`config.mk`:
```
export PLATFORM = sky130hd
export DESIGN_NAME = pc_predict
export DESIGN_NICKNAME = d
export VERILOG_FILES = /design/src/rtl/pc_pkg.sv /design/src/rtl/pc_btb.sv /design/src/rtl/pc_predict.sv
export SDC_FILE = /design/constraint.sdc
export NUM_CORES = 2
export LEC_CHECK = 0
export BUFFER_PORTS_ARGS = -buffer_cell sky130_fd_sc_hd__buf_2
export CORE_MARGIN = 4
export CORE_UTILIZATION = 40
export CTS_BUF_LIST = sky130_fd_sc_hd__clkbuf_8
export DETAILED_ROUTE_END_ITERATION = 8
export GPL_TIMING_DRIVEN = 1
export MAX_ROUTING_LAYER = met4
export PLACE_DENSITY = 0.53
export SLEW_MARGIN = 20
export SYNTH_ARGS = -nofsm -noshare
export SYNTH_HDL_FRONTEND = slang
export SYNTH_SLANG_ARGS = --single-unit
```
`constraint.sdc`:
```
create_clock -name CLK -period 9.29 [get_ports CLK]
set_input_delay 1.858 -clock CLK [delete_from_list [all_inputs] [get_ports CLK]]
set_output_delay 1.858 -clock CLK [all_outputs]
set_load 0.05 [all_outputs]
```
`src/rtl/pc_pkg.sv`:
```
// Shared types for the fetch-PC unit: BTB entry layout, 2-bit counter encodings
// and helpers that size the BTB index/tag from the depth.
package pc_pkg;

    typedef logic [1:0] ctr_t;

    localparam ctr_t CTR_STRONG_NT = 2'b00;
    localparam ctr_t CTR_WEAK_NT   = 2'b01;
    localparam ctr_t CTR_WEAK_T    = 2'b10;
    localparam ctr_t CTR_STRONG_T  = 2'b11;

    // Widest tag (BTB_ENTRIES=2); narrower tags are stored zero-extended.
    localparam int TAG_MAX_W = 29;

    function automatic int idx_w(input int entries);
        return $clog2(entries);
    endfunction

    function automatic int tag_w(input int entries);
        return 30 - $clog2(entries);
    endfunction

    function automatic ctr_t ctr_inc(input ctr_t c);
        return (c == CTR_STRONG_T) ? c : c + 2'd1;
    endfunction

    function automatic ctr_t ctr_dec(input ctr_t c);
        return (c == CTR_STRONG_NT) ? c : c - 2'd1;
    endfunction

    typedef struct packed {
        logic                 valid;
        logic [TAG_MAX_W-1:0] tag;
        logic [29:0]          target;
        ctr_t                 ctr;
    } btb_entry_t;

endpackage

```
`src/rtl/pc_btb.sv`:
```
// Direct-mapped branch target buffer with 2-bit saturating counters.
// Lookup is combinational; update and flush take effect at the clock edge.
module pc_btb
    import pc_pkg::*;
#(
    parameter int BTB_ENTRIES = 16
) (
    input  logic        CLK,
    input  logic        nRST,
    input  logic [31:0] lookup_pc,
    output logic        pred_taken,
    output logic [31:0] pred_target,
    input  logic        upd_valid,
    input  logic [31:0] upd_pc,
    input  logic        upd_taken,
    input  logic [31:0] upd_target,
    input  logic        flush
);

    localparam int IDX_W = idx_w(BTB_ENTRIES);

    btb_entry_t tbl [BTB_ENTRIES];

    logic [IDX_W-1:0]     lidx, uidx;
    logic [TAG_MAX_W-1:0] ltag, utag;
    logic                 lhit, uhit;
    logic                 unused_bits;

    assign unused_bits = ^{lookup_pc[1:0], upd_pc[1:0], upd_target[1:0]};

    assign lidx = lookup_pc[IDX_W+1:2];
    assign ltag = TAG_MAX_W'(lookup_pc[31:IDX_W+2]);
    assign uidx = upd_pc[IDX_W+1:2];
    assign utag = TAG_MAX_W'(upd_pc[31:IDX_W+2]);

    assign lhit        = tbl[lidx].valid && (tbl[lidx].tag == ltag);
    assign uhit        = tbl[uidx].valid && (tbl[uidx].tag == utag);
    assign pred_taken  = lhit && tbl[lidx].ctr[1];
    assign pred_target = lhit ? {tbl[lidx].target, 2'b00} : 32'h0;

    // Flush takes priority so a same-cycle update can never re-allocate.
    always_ff @(posedge CLK or negedge nRST) begin
        if (!nRST) begin
            for (int i = 0; i < BTB_ENTRIES; i++)
                tbl[i] <= '{valid: 1'b0, tag: '0, target: '0, ctr: CTR_WEAK_NT};
        end else if (flush) begin
            for (int i = 0; i < BTB_ENTRIES; i++)
                tbl[i].valid <= 1'b0;
        end else if (upd_valid) begin
            if (uhit) begin
                if (upd_taken) begin
                    tbl[uidx].ctr    <= ctr_inc(tbl[uidx].ctr);
                    tbl[uidx].target <= upd_target[31:2];
                end else begin
                    tbl[uidx].ctr <= ctr_dec(tbl[uidx].ctr);
                end
            end else if (upd_taken) begin
                tbl[uidx] <= '{valid: 1'b1, tag: utag, target: upd_target[31:2],
                               ctr: CTR_WEAK_T};
            end
        end
    end

endmodule

```
`src/rtl/pc_predict.sv`:
```
// Fetch-PC unit: PC register, pending-redirect holding register and next-PC
// selection (redirect > pending > BTB prediction > sequential).
module pc_predict
    import pc_pkg::*;
#(
    parameter logic [31:0] RESET_PC    = 32'h0000_0000,
    parameter int          BTB_ENTRIES = 16
) (
    input  logic        CLK,
    input  logic        nRST,
    input  logic        stall,
    input  logic        redirect,
    input  logic [31:0] redirect_pc,
    input  logic        upd_valid,
    input  logic [31:0] upd_pc,
    input  logic        upd_taken,
    input  logic [31:0] upd_target,
    input  logic        flush_btb,
    output logic [31:0] imemaddr,
    output logic [31:0] pc_plus4,
    output logic        pred_taken,
    output logic [31:0] pred_target
);

    localparam logic [29:0] RESET_WORD = RESET_PC[31:2];

    // PC and pending target are kept as word addresses; bits [1:0] are always 0.
    logic [29:0] pc_q, pc_d, pend_q, pend_d;
    logic        pending_q, pending_d;
    logic        unused_bits;

    assign unused_bits = ^{redirect_pc[1:0], pred_target[1:0], RESET_PC[1:0]};

    pc_btb #(.BTB_ENTRIES(BTB_ENTRIES)) u_btb (
        .CLK         (CLK),
        .nRST        (nRST),
        .lookup_pc   (imemaddr),
        .pred_taken  (pred_taken),
        .pred_target (pred_target),
        .upd_valid   (upd_valid),
        .upd_pc      (upd_pc),
        .upd_taken   (upd_taken),
        .upd_target  (upd_target),
        .flush       (flush_btb)
    );

    always_comb begin
        pc_d      = pc_q;
        pend_d    = pend_q;
        pending_d = pending_q;
        if (stall) begin
            if (redirect) begin
                pend_d    = redirect_pc[31:2];
                pending_d = 1'b1;
            end
        end else if (redirect) begin
            pc_d      = redirect_pc[31:2];
            pending_d = 1'b0;
        end else if (pending_q) begin
            pc_d      = pend_q;
            pending_d = 1'b0;
        end else if (pred_taken) begin
            pc_d = pred_target[31:2];
        end else begin
            pc_d = pc_q + 30'd1;
        end
    end

    always_ff @(posedge CLK or negedge nRST) begin
        if (!nRST) begin
            pc_q      <= RESET_WORD;
            pend_q    <= '0;
            pending_q <= 1'b0;
        end else begin
            pc_q      <= pc_d;
            pend_q    <= pend_d;
            pending_q <= pending_d;
        end
    end

    assign imemaddr = {pc_q, 2'b00};
    assign pc_plus4 = imemaddr + 32'd4;

endmodule

```
==> flow_metrics.tcl <==
set metrics [dict create \
    status "finished clean" \
    wirelength_um 163700 \
    setup_viol 0 \
    utilization_pct 45.02 \
    clk_latency_ps 910 \
    worst_pin_slew_ps 1142 \
    cts_buffers 175 \
    dp_hpwl_um 97010 \
    ctsHoldBuffers 0 \
    ctsHtreeMaxLevel 4 \
    worstPathArrival_ps 5970 \
    power_density_mw_per_mm2 210.8 \
    synth.most_common_cell "dfrtp_1" \
    grt_pass1_wl_um 240900 \
    die_y_um 368.4 \
    worstSetupPathType "flip-flop to output port" \
    finClkSkew_ps 46.39 \
    syn_area_per_cell_um2 14.64 \
    grt_max_degree 172 \
    cpMaxStageDelayCell "nor2b_1" \
    ctsLongestPathBuffers 3 \
    ys.flop_type "dfrtp_1" \
    syn-instance-count 3549 \
    end_kind "output port" \
    crit_top_cell "nor4_1" \
    synth_top_cell_by_area "dfrtp_1" \
    register_area_mm2 0.02518 \
    die_w_um 368.4 \
    initial_utilization_pct 40.49 \
    gr-usage-all-layers_pct 24.81 \
    syn_area_mm2 0.05196 \
    multiInputGateArea_mm2 0.02506 \
    cts.clk_slew.worst_paths_ps 60 \
    rows 131 \
    yosysWarnings 0 \
    drv_cap 0 \
    dpl_worst_slack_ps 2117 \
    hold_violations 0 \
    dr_total_vias 32320 \
    cts.repair.resized 0 \
    gp_congestion 0.9048 \
    cp_max_fo 22 \
    netlist.area_leader.share_pct 47.63 \
    grt_pass1_vias 33380 \
    fmax_ghz 0.1277 \
    dr.pass1.iters 5 \
    vdd_drop_max_mv 0.1411 \
    setup_ws_ps 1457 \
    die_area_mm2 0.1357 \
    drive_above_1_share_pct 46.33 \
    seq_area_frac_synth_pct 48.44 \
    layout.nets 3778 \
    core_area_mm2 0.1283 \
    crit_required_ps 7430 \
    ios 200 \
    grt-ovfl-total 0 \
    p_leak_nw 26.27 \
    clock-sinks 1005 \
    period_needed_ps 7833 \
    yosys-top-cells-area "dfrtp_1 (48%), mux2_2 (16%), mux4_2 (15%)" \
    nFillCells 11620 \
    ant_nets 0 \
    drt_iter0_drc 2351 \
    area_growth_pct 11.21 \
    maxSlewViolCount 0 \
    critPathMaxStageDelay_ps 900 \
    ys_async_sr_fraction_pct 100.0 \
    rsz0062_at_grt "false" \
    slew_headroom_pct 23.56 \
    io_buffers 187 \
    setup_tns_ps 0 \
    cts_tree "built" \
    ys_seq_elements 1005 \
    clock-root-buffer "clkbuf_8" \
    antenna_found_initial 29 \
    cts_setup_buffers 0 \
    fin_crit_sh_pct 84.31 \
    synth_cell_types 71 \
    wl_per_cell_um 29.47 \
    cp_cell_sequence "buf_4, nor2b_1, a22oi_1, a21oi_1, o211ai_1, nor4_1, o21ai_0, nor4_1, buf_2" \
    worstSetupStartpointType "flip-flop" \
    synthTopCellsByCount "dfrtp_1 (989), mux2_2 (736), mux4_2 (340), clkbuf_1 (159), mux2i_1 (156)" \
    drc 0 \
    hold_path.class "flip-flop to flip-flop" \
    viasPerCell 5.819 \
    synth-edff-count 0 \
]
==> flip-flops by register name (all words and copies together), names as in the netlist <==
register,cells
u_btb.tbl,944
pc_q,30
pend_q,30
pending_q,1
==> worst paths after layout <==
kind                       startpoint              to  slack, ps  depth (start not counted)
setup reg to reg              pc_q[1]         pc_q[1]       3980                         11
min in group asynchronous        nRST  u_btb.tbl[363]       1000                          1
max in group asynchronous        nRST  u_btb.tbl[507]       6310                          3
setup / recovery              pc_q[1]      pred_taken       1460                          9
hold reg to reg            pend_q[13]      pend_q[13]        480                          2
hold / removal             pend_q[13]      pend_q[13]        480                          2
==> metal layers <==
metal / vias up / global-route usage (%) / part of all wire (%)
li1: 13680 / - / -
met1: 17510 / 32.78 / 43
met2: 860 / 39.67 / 49
met3: 276 / 4.257 / 4.9
met4: 0 / 7.089 / 2.6
met5: - / - / 0
==> area by class of cell <==
type	count	share of cell area (%)
Clock inverter	93	0.8336
Tap cell	1729	3.744
Sequential cell	1005	43.58
Antenna cell	13	0.05630
Clock buffer	222	5.288
Inverter	43	0.2837
Timing Repair Buffer	269	2.858
Multi-Input combinational cell	2180	43.36
==> where the power goes <==
group	leakage, nW	switching, W	internal (W)
logic	11.0	0.00146	0.00126
registers	13.2	0.000422	0.00494
clock network	2.08	0.00192	0.00218
total	26.3	0.00380	0.00839
==> worst max-delay path: cells and delay by family (launching register included) <==
| family | cells | cell delay, ps |
|---|---|---|
| flops | 1 | 740 |
| buf+inv | 2 | 830 |
| compound gates | 4 | 990 |
| simple gates | 3 | 2450 |
==> cells in the final DEF (no fill, tap or decap), drive strengths merged, types with 16 or more instances in the layout <==
master,count
dfrtp,989
mux2,934
mux4,340
buf,269
clkbuf,222
mux2i,156
inv,121
nand2,93
nor2,82
o21ai,56
a21oi,47
xnor2,44
a22oi,43
and2,39
xor2,35
nand3,34
nor2b,30
o22ai,27
nor3,22
a221oi,18
a22o,17
nand4,17
a21o,16
dfstp,16
==> kinds of logic after synthesis <==
family | synth area share, %
xor gates and xnor gates | 1.332
AOI/OAI and AO/OA | 4.007
and+or+nand+nor | 3.735
other | 0.007217
muxes | 38.81
adders and majority gates | 0.04334
DFF | 48.44
buffers and inverters | 3.629
==> per-stage QoR <==
stage / instance area (um2) / hold WS, ps / cells / power, W
2_1_floorplan: 51980 / 450.6 / 3554 / 0.007193
3_3_place_gp: 54210 / 462.3 / 5226 / 0.008125
3_5_place_dp: 54210 / 470.7 / 5226 / 0.008161
4_1_cts: 57750 / 483.6 / 5541 / 0.01232
5_1_grt: 57780 / 508.4 / 5553 / 0.01274
6_report: 57780 / 478.9 / 5554 / 0.01218
Note: power is estimated with default switching activity, not from simulation.
